## src/rtl/mxn_logic_pkg.sv

```systemverilog
// Opcode encodings and FSM state type shared by the mXn logic controllers.
// Pure declarations: no latency, no backpressure.
// Used by any module that issues or decodes mXn logic commands.
package mxn_logic_pkg;

    localparam logic [2:0] OP_NOT  = 3'd0;
    localparam logic [2:0] OP_AND  = 3'd1;
    localparam logic [2:0] OP_OR   = 3'd2;
    localparam logic [2:0] OP_NAND = 3'd3;
    localparam logic [2:0] OP_NOR  = 3'd4;
    localparam logic [2:0] OP_XOR  = 3'd5;
    localparam logic [2:0] OP_XNOR = 3'd6;
    localparam logic [2:0] OP_LAST = 3'd6;

    typedef enum logic [1:0] {
        S_IDLE,
        S_RUN,
        S_DONE
    } state_t;

    function automatic logic op_is_legal(input logic [2:0] op);
        return op <= OP_LAST;
    endfunction

endpackage

```

## src/rtl/nbit_logic_lane.sv

```systemverilog
// Combinational WIDTH-bit bitwise lane selected by a 3-bit opcode.
// Latency: zero cycles (pure combinational).
// Backpressure: none; the caller decides when the result is captured.
module nbit_logic_lane
    import mxn_logic_pkg::*;
#(
    parameter int WIDTH = 4
) (
    input  logic [2:0]       op,
    input  logic [WIDTH-1:0] a,
    input  logic [WIDTH-1:0] b,
    output logic [WIDTH-1:0] y
);

    always_comb begin
        y = '0;
        case (op)
            OP_NOT:  y = ~a;
            OP_AND:  y = a & b;
            OP_OR:   y = a | b;
            OP_NAND: y = ~(a & b);
            OP_NOR:  y = ~(a | b);
            OP_XOR:  y = a ^ b;
            OP_XNOR: y = ~(a ^ b);
            default: y = '0;
        endcase
    end

endmodule

```

## src/rtl/mxn_logic_sequencer.sv

```systemverilog
// Steps one shared logic lane across SETS operand slices, one slice per cycle.
// Latency: result valid SETS edges after accept (1 edge path for an illegal opcode).
// Backpressure: in_ready only in IDLE; result held in DONE until out_ready. Optional MXN_SEQ_ZERO_MASK_EN adds zero_mask.
module mxn_logic_sequencer
    import mxn_logic_pkg::*;
#(
    parameter int WIDTH = 4,
    parameter int SETS  = 2
) (
    input  logic                  clk,
    input  logic                  rst,
    input  logic                  in_valid,
    output logic                  in_ready,
    input  logic [2:0]            in_op,
    input  logic [SETS*WIDTH-1:0] in1_packed,
    input  logic [SETS*WIDTH-1:0] in2_packed,
    output logic                  out_valid,
    input  logic                  out_ready,
    output logic [SETS*WIDTH-1:0] out_packed,
    output logic                  out_err
`ifdef MXN_SEQ_ZERO_MASK_EN
    ,
    output logic [SETS-1:0]       zero_mask
`endif
);

    localparam int IDX_W = (SETS > 1) ? $clog2(SETS) : 1;
    localparam int N     = SETS * WIDTH;

    if (SETS < 1 || WIDTH < 1) begin : g_param_check
        $error("mxn_logic_sequencer: WIDTH and SETS must both be >= 1");
    end

    state_t           state_q, state_d;
    logic [IDX_W-1:0] set_idx_q, set_idx_d;
    logic [2:0]       op_q, op_d;
    logic [N-1:0]     a_q, a_d;
    logic [N-1:0]     b_q, b_d;
    logic [N-1:0]     res_q, res_d;
    logic             err_q, err_d;
    logic [SETS-1:0]  zm_q, zm_d;

    logic [WIDTH-1:0] lane_a, lane_b, lane_y;

    nbit_logic_lane #(.WIDTH(WIDTH)) u_lane (
        .op (op_q),
        .a  (lane_a),
        .b  (lane_b),
        .y  (lane_y)
    );

    // Slice select is a plain mux on set_idx; upper codes never occur.
    always_comb begin
        lane_a = '0;
        lane_b = '0;
        for (int i = 0; i < SETS; i++) begin
            if (set_idx_q == IDX_W'(i)) begin
                lane_a = a_q[i*WIDTH +: WIDTH];
                lane_b = b_q[i*WIDTH +: WIDTH];
            end
        end
    end

    always_comb begin
        state_d   = state_q;
        set_idx_d = set_idx_q;
        op_d      = op_q;
        a_d       = a_q;
        b_d       = b_q;
        res_d     = res_q;
        err_d     = err_q;
        zm_d      = zm_q;
        case (state_q)
            S_IDLE: begin
                if (in_valid) begin
                    op_d      = in_op;
                    a_d       = in1_packed;
                    b_d       = in2_packed;
                    res_d     = '0;
                    zm_d      = '0;
                    set_idx_d = '0;
                    if (op_is_legal(in_op)) begin
                        state_d = S_RUN;
                    end else begin
                        state_d = S_DONE;
                        err_d   = 1'b1;
                    end
                end
            end
            S_RUN: begin
                for (int i = 0; i < SETS; i++) begin
                    if (set_idx_q == IDX_W'(i)) begin
                        res_d[i*WIDTH +: WIDTH] = lane_y;
                        zm_d[i]                 = ~|lane_y;
                    end
                end
                if (set_idx_q == IDX_W'(SETS - 1)) begin
                    state_d = S_DONE;
                end else begin
                    set_idx_d = set_idx_q + IDX_W'(1);
                end
            end
            S_DONE: begin
                if (out_ready) begin
                    state_d = S_IDLE;
                    err_d   = 1'b0;
                end
            end
            default: state_d = S_IDLE;
        endcase
    end

    always_ff @(posedge clk) begin
        if (rst) begin
            state_q   <= S_IDLE;
            set_idx_q <= '0;
            op_q      <= '0;
            a_q       <= '0;
            b_q       <= '0;
            res_q     <= '0;
            err_q     <= 1'b0;
            zm_q      <= '0;
        end else begin
            state_q   <= state_d;
            set_idx_q <= set_idx_d;
            op_q      <= op_d;
            a_q       <= a_d;
            b_q       <= b_d;
            res_q     <= res_d;
            err_q     <= err_d;
            zm_q      <= zm_d;
        end
    end

    assign in_ready   = (state_q == S_IDLE);
    assign out_valid  = (state_q == S_DONE);
    assign out_packed = res_q;
    assign out_err    = err_q;

`ifdef MXN_SEQ_ZERO_MASK_EN
    assign zero_mask = zm_q;
`else
    logic unused_zm;
    assign unused_zm = ^zm_q;
`endif

endmodule

```

## config.mk

```make
export PLATFORM = sky130hd
export DESIGN_NAME = mxn_logic_sequencer
export DESIGN_NICKNAME = d
export VERILOG_FILES = /design/src/rtl/mxn_logic_pkg.sv /design/src/rtl/nbit_logic_lane.sv /design/src/rtl/mxn_logic_sequencer.sv
export SDC_FILE = /design/constraint.sdc
export NUM_CORES = 1
export LEC_CHECK = 0
export BUFFER_PORTS_ARGS = -buffer_cell sky130_fd_sc_hd__buf_2
export CORE_MARGIN = 5
export CORE_UTILIZATION = 45
export DETAILED_ROUTE_END_ITERATION = 16
export PLACE_DENSITY = 0.7
export SETUP_SLACK_MARGIN = 0.2
export SLEW_MARGIN = 15
export SYNTH_ARGS = -nofsm -noshare
export SYNTH_HDL_FRONTEND = slang
export SYNTH_SLANG_ARGS = --single-unit
```

## constraint.sdc

```tcl
create_clock -name clk -period 1.99 [get_ports clk]
set_clock_uncertainty 0.05 [all_clocks]
set_input_delay 0.2985 -clock clk [delete_from_list [all_inputs] [get_ports clk]]
set_output_delay 0.2985 -clock clk [all_outputs]
set_load 0.05 [all_outputs]
```

==> summary.txt, run 1 <==
Floorplanning
  – Die W: 71.88 um
  – Die height: 71.88 um
  – Die area: 5166 um2
  – # IOs: 34
  – Core Rows: 22
  – Initial core utilization: 46.71%
  – CORE AREA: 3689 um2

Cells and area
  – Area growth, synth to finish: 22.15%
  – Fillcell total: 371
  – Final instance area: 2105 um2
  – Inserted Diodes: 0
  – Finished Layout Cells: 287
  – Layout Nets: 269
  – Share of layout cells above drive strength 1: 30.96%

Logic synthesis
  – Ys flop type: dfxtp_1
  – Synth unique cells: 41
  – Synth top area share: 36.02%
  – Avg Synthesized Cell Area: 8.572 um2
  – #FFs+latches synth: 31
  – Register area share after synthesis: 36.02%
  – Async SR Flop Fraction: 0%
  – Net Count, Synth: 232
  – Top-count cell post-synth: nand2_1
  – Synthesis Warnings: 0
  – Post-synth top cells: nand2_1 (42), dfxtp_1 (31), a21oi_1 (23)
  – EDFF count, synth: 0
  – Largest cells by area after synthesis: dfxtp_1 (36%), nand2_1 (9.2%), a21oi_1 (6.7%)
  – Cell area after synthesis: 1723 um2
  – Post-Syn Instances: 201
  – Leading area contributor after synthesis: dfxtp_1

Clock network
  – Longest Clk Path Bufs: 2
  – Clock slew at reported path FFs: 0.07 ns
  – H-tree levels: 2
  – # hold bufs at CTS: 0
  – CTS Buf Count: 5
  – Clk sinks: 31
  – CTS tree: built
  – Clock Latency Late Sink: 0.28 ns
  – Root Buffer: clkbuf_8

Detailed routing
  – Antenna-violating nets left: 0
  – Vias per cell: 5.098
  – Routed via count: 1463
  – Residual DRC count: 0
  – Starting DRT DRC Count: 47
  – WL/cell: 12.43 um
  – Routed WL: 3567 um
  – First-pass DRT Iterations: 4

Status
  – Status: finished clean

Setup path
  – Critical path required time: 2.11 ns
  – R2R setup slack: 0.02 ns
  – Reg2reg end: out_packed[3]
  – WS Path Type: reg -> reg
  – Worst-path cell chain: buf_12 -> mux2i_4 -> ha_4 -> and2b_2 -> a221oi_2 -> nand4_1 -> a22o_1
  – Startpoint types: flip-flop
  – Worst R2R Start: set_idx_q
  – Max stage delay cell, worst path: dfxtp_4
  – Worst setup EP type: flip-flop
  – Critical Path Max Stage Delay: 0.40 ns
  – Critical path peak fanout: 7
  – R2R cell count: 7
  – CP arrival: 2.09 ns

Place
  – GPL Wtd Cong: 0.8305
  – Dpl ws: -0.08691 ns
  – Buffers on Ports: 33
  – Dpl cell area: 1891 um2
  – Post-detail-place hpwl: 2726 um
  – Dpl cells: 273

Timing
  – Fin. Hold Viols: 0
  – Relative slew slack: 55.76%
  – Max-slew violations: 0
  – Max Freq: 0.5068 GHz
  – Slew @ Worst Pin: 0.6586 ns
  – Final period utilization: 99.16%
  – Setup violations, final: 0
  – Worst setup margin: 0.01670 ns
  – RSZ-0062 raised after global routing: yes
  – Final min period: 1.973 ns

Hold path
  – Hold Crit Depth: 3
  – Hold Crit Endpoint: a_q[0]
  – HP Start: in1_packed[0]
  – Hold/Removal Path Class: in -> reg

Power
  – Static Leakage: 0.9195 nW
  – Peak supply drop: 0.5894 mV
  – Pwr/cell area: 766.2 nW/um2

GRT
  – Grt total ovfl: 0
  – Vias in the first global route: 1475
  – Largest net degree at the start of global routing: 25
  – First-pass GRT wire length: 6223 um
  – Tot GR Track Use: 14.97%
  – Antenna violations before repair: 0

Flow run
  – Max Cap Violations: 0
-- cell usage in the layout (no fill, tap or decap), types with 3 or more instances in the layout --
cell / instances
a21oi_1: 23
buf_4: 11
buf_2: 33
o21ai_0: 6
nand2b_1: 5
nor2_1: 8
mux2i_2: 3
a22o_1: 3
o2bb2ai_1: 4
nor2b_1: 3
inv_1: 9
dfxtp_1: 30
nand3_1: 4
nand2_1: 42
mux2i_4: 3
ha_1: 5
clkbuf_8: 5
-- per-stage QoR --
stage               util [%]  power, mW  setup TNS [ns]  hold WS (ns)
global placement       51.26      1.098               0        0.3936
finish                 57.06      1.613               0        0.1991
CTS                    56.38      1.628               0        0.1904
detailed placement     51.26      1.107         -0.1290        0.3982
global route           57.06      1.711         -0.1225        0.2006
floorplan                  -      1.031               0        0.3806
-- how the worst max path moves through the flow --
| stage | startpoint | to | slack [ns] |
|---|---|---|---|
| 6_report | set_idx_q | out_packed[3] | 0.02 |
| 3_3_place_gp | set_idx_q | out_packed[4] | 0.04 |
| 5_1_grt | set_idx_q | out_packed[3] | -0.04 |
| 4_1_cts | set_idx_q | out_packed[5] | 0.04 |
| 2_1_floorplan | set_idx_q | out_packed[3] | 0.19 |
| 3_5_place_dp | set_idx_q | out_packed[3] | -0.09 |
-- layout make-up --
class | count | area, um2 | share of cell area (%)
clock buffers | 6 | 72.57 | 3.448
well taps | 48 | 60.06 | 2.854
flip-flops and latches | 31 | 624.3 | 29.67
repair buffers | 45 | 267.8 | 12.72
clock inverters | 2 | 12.51 | 0.5945
inverters | 10 | 37.54 | 1.784
multi-input cells | 145 | 1030 | 48.93
-- power breakdown --
part	switching (mW)	leakage, nW	total, mW	internal, mW
clock network	0.226	0.0412	0.470	0.244
logic	0.235	0.624	0.423	0.188
registers	0.0533	0.254	0.720	0.667
total	0.515	0.919	1.61	1.10
-- metal layers --
| metal | GRT usage, % | share of wire (%) | up-vias |
|---|---|---|---|
| li1 | - | - | 762 |
| met1 | 18.10 | 46 | 669 |
| met2 | 25.51 | 47 | 27 |
| met3 | 3.506 | 4.6 | 5 |
| met4 | 5.846 | 1.4 | 0 |
| met5 | 0 | 0 | - |
-- repair_timing --
| action | in CTS | in global routing |
|---|---|---|
| endpoints found under the hold margin | 0 | 0 |
| setup endpoints to repair | 8 | 8 |
| gates resized for setup | 16 | 3 |
| setup buffers | 4 | 2 |
| pin swaps | 7 | 11 |
-- cell families (layout without fill, tap and decap cells) --
kind of cell / count (synthesis) / in the layout / synth area share (%)
AOI/OAI and AO/OA: 50 / 50 / 19.10
xor gates and xnor gates: 3 / 3 / 1.525
adders and majority gates: 8 / 8 / 5.810
buffers and inverters: 25 / 63 / 9.876
DFF: 31 / 31 / 36.02
muxes: 10 / 10 / 6.173
and+or+nand+nor: 74 / 74 / 21.50
-- flip-flops by register name, indices dropped and copies added, names as in the netlist --
name	cells
state_q	2
a_q	8
b_q	8
set_idx_q	1
op_q	3
out_packed	8
out_err	1
-- critical path, delay by kind of cell (launching register included) --
kind                     cells  cell delay, ns
AO/OA/AOI/OAI                2            0.47
flip-flops                   1            0.40
AND/OR/NAND/NOR              2            0.38
multiplexers                 1            0.26
adder cells (fa/ha/maj)      1            0.15
buffers and inverters        1            0.14
(Power assumes the default switching activity.)
==> run 2, diff against run 1 <==
SYNTH_HIERARCHICAL = 1   (was default)
==> summary.txt, run 2 <==
Status
  – Status: complete, but fails checks
  – Failing checks: negative setup slack

Logic synthesis
  – Largest cells by area after synthesis: dfxtp_1 (37%), nand2_1 (9.2%), a21oi_1 (6.6%)
  – Post-synth top cells: nand2_1 (41), dfxtp_1 (31), a21oi_1 (22)
  – Async SR Flop Fraction: 0% (unchanged)
  – Net Count, Synth: 228 (-1.7%)
  – Largest family of logic cells by synthesized area: compound AO/OA/AOI/OAI gates
  – Avg Synthesized Cell Area: 8.473 um2 (-1.2%)
  – Synthesis Warnings: 6 (+6)
  – EDFF count, synth: 0 (unchanged)
  – Post-synthesis mux area share: 8.996% (+2.8 points)
  – Register area share after synthesis: 37.18% (+1.2 points)
  – Cell area after synthesis: 1669 um2 (-3.1%)
  – Synth top area share: 37.18% (+1.2 points)
  – #FFs+latches synth: 31 (unchanged)
  – Synth unique cells: 37 (-9.8%)
  – Compound-Gate Fraction of Synth Area: 19.27% (+0.17 points)
  – Post-synthesis adder-cell area fraction: 5.997% (+0.19 points)
  – Fraction of the mapped netlist area in simple logic gates: 19.19% (-2.3 points)
  – Post-Syn Instances: 197 (-2.0%)
  – Ys flop type: dfxtp_1
  – Leading area contributor after synthesis: dfxtp_1
  – Synth Area in XOR/XNOR: 0% (-1.5 points)
  – Top-count cell post-synth: nand2_1

Place
  – Post-detail-place hpwl: 2607 um (-4.4%)
  – Dpl cells: 272 (-0.37%)
  – GPL Wtd Cong: 0.7931 (-4.5%)
  – Buffers on Ports: 33 (unchanged)
  – Dpl cell area: 1906 um2 (+0.79%)

Clock network
  – Clock slew at reported path FFs: 0.07 ns (about the same)
  – Clk sinks: 31 (unchanged)
  – Root Buffer: clkbuf_8
  – Longest Clk Path Bufs: 2 (unchanged)
  – CTS tree: built
  – Clock Latency Late Sink: 0.28 ns (about the same)
  – H-tree levels: 2 (unchanged)
  – CTS Buf Count: 5 (unchanged)
  – # hold bufs at CTS: 0 (unchanged)

Power
  – Pwr/cell area: 793.6 nW/um2 (+3.6%)
  – Static Leakage: 0.8606 nW (-6.4%)
  – Peak supply drop: 0.4870 mV (-17%)

Flow run
  – Max Cap Violations: 0 (unchanged)

Detailed routing
  – Antenna-violating nets left: 0 (unchanged)
  – Vias per cell: 5.116 (+0.36%)
  – First-pass DRT Iterations: 4 (unchanged)
  – Routed via count: 1458 (-0.34%)
  – WL/cell: 12.18 um (-2.0%)
  – Routed WL: 3472 um (-2.7%)
  – Residual DRC count: 0 (unchanged)
  – Starting DRT DRC Count: 59 (+26%)

Cells and area
  – Most frequent cells in the layout: nand2_1 (41), buf_2 (33), dfxtp_1 (30)
  – Layout Nets: 267 (-0.74%)
  – Share of layout cells above drive strength 1: 33.33% (+2.4 points)
  – Finished Layout Cells: 285 (-0.70%)
  – Commonest non-fill, non-tap cell in the layout: nand2_1
  – Final instance area: 2073 um2 (-1.5%)
  – Inserted Diodes: 0 (unchanged)
  – Area growth, synth to finish: 24.21%
  – Final core occ: 57.06% (about the same)

Timing
  – Final min period: 2.005 ns (+0.03209 ns)
  – Worst setup margin: -0.01538 ns (-0.03209 ns)
  – Slew @ Worst Pin: 0.4858 ns (-0.1728 ns)
  – Max-slew violations: 0 (unchanged)
  – Relative slew slack: 67.57% (+12 points)
  – Setup violations, final: 1 (+1)
  – Max Freq: 0.4987 GHz (-1.6%)
  – Fin. Hold Viols: 0 (unchanged)
  – RSZ-0062 raised after global routing: yes
  – Final period utilization: 100.8% (+1.6 points)

Setup path
  – R2R cell count: 9 (+2)
  – Critical path required time: 2.14 ns (+0.03 ns)
  – Worst setup EP type: flip-flop
  – Startpoint types: flip-flop
  – CP arrival: 2.15 ns (+0.06 ns)
  – Critical path peak fanout: 6 (-1)
  – WS Path Type: reg -> reg

Floorplanning
  – Core Rows: 22 (unchanged)
  – Die W: 70.90 um (-1.4%)
  – Die area: 5027 um2 (-2.7%)
  – CORE AREA: 3633 um2 (-1.5%)
  – # IOs: 34 (unchanged)
  – Die height: 70.90 um (-1.4%)
  – Initial core utilization: 45.94% (-0.77 points)

GRT
  – Largest net degree at the start of global routing: 19 (-24%)
  – Vias in the first global route: 1346 (-8.7%)
  – Grt total ovfl: 0 (unchanged)
  – Antenna violations before repair: 0 (unchanged)
  – Tot GR Track Use: 14.35% (-0.61 points)
  – First-pass GRT wire length: 5920 um (-4.9%)

Hold path
  – Hold Crit Depth: 2 (-1)
  – Hold/Removal Path Class: in -> reg
==> run 2: through the flow <==
step | total power [mW] | setup TNS, ns | hold WS (ns) | setup slack (ns)
final | 1.645 | -0.01538 | 0.1620 | -0.01538
after global routing | 1.751 | -0.6807 | 0.1586 | -0.1204
after CTS | 1.630 | 0 | 0.1566 | 0.04744
after detailed placement | 1.158 | -0.007172 | 0.4003 | -0.007172
after global placement | 1.153 | 0 | 0.3912 | 0.01794
after floorplan | 1.071 | 0 | 0.3471 | 0.09548
==> run 2: power by group <==
| part | leakage (nW) | total, mW | internal, mW | switching (mW) |
|---|---|---|---|---|
| logic | 0.565 | 0.471 | 0.209 | 0.262 |
| registers | 0.255 | 0.707 | 0.669 | 0.0378 |
| clock network | 0.0412 | 0.467 | 0.244 | 0.224 |
| total | 0.861 | 1.65 | 1.12 | 0.524 |
==> run 2: critical path, stage by stage, from the launching register on <==
cell	delay, ns
dfxtp_4	0.37
buf_6	0.13
buf_4	0.13
mux2_4	0.30
ha_2	0.18
or2b_1	0.24
o21a_1	0.12
o211ai_1	0.18
nand2b_1	0.13
o32ai_1	0.11
==> run 2: cells by family (layout without fill, tap and decap cells) <==
group / after synthesis / count (layout)
AND/OR/NAND/NOR: 67 / 67
AO/OA/AOI/OAI: 48 / 48
flip-flops: 31 / 31
buffers and inverters: 29 / 69
multiplexers: 14 / 14
adder cells (fa/ha/maj): 8 / 8
==> run 2: final timing paths <==
path                                start       endpoint  slack, ns
worst max-delay path            set_idx_q  out_packed[3]      -0.02
worst min-delay path            out_ready        out_err       0.16
worst max register to register  set_idx_q  out_packed[3]      -0.02
worst min register to register     b_q[3]         b_q[3]       0.41
==> run 2: final cells by class <==
| cell class | count | area (um2) |
|---|---|---|
| well taps | 48 | 60.06 |
| fillers | 374 | 1560 |
| multi-input cells | 137 | 972.2 |
| flip-flops and latches | 31 | 624.3 |
| inverters | 14 | 57.56 |
| clock inverters | 2 | 12.51 |
| repair buffers | 47 | 274.0 |
| clock buffers | 6 | 72.57 |
==> run 2: what timing repair did <==
action                                  CTS  global route
endpoints found under the setup margin    8             8
buffers inserted                          0             5
pin swaps                                 0             5
gates resized for setup                   2            11
==> run 2: routing by layer <==
metal  track usage [%]  up-vias  share of wire [%]
met3             3.977        6                4.8
met5                 0        -                  0
met1             17.68      663                 44
li1                  -      757                  -
met2             23.69       32                 49
met4             5.637        0                1.8
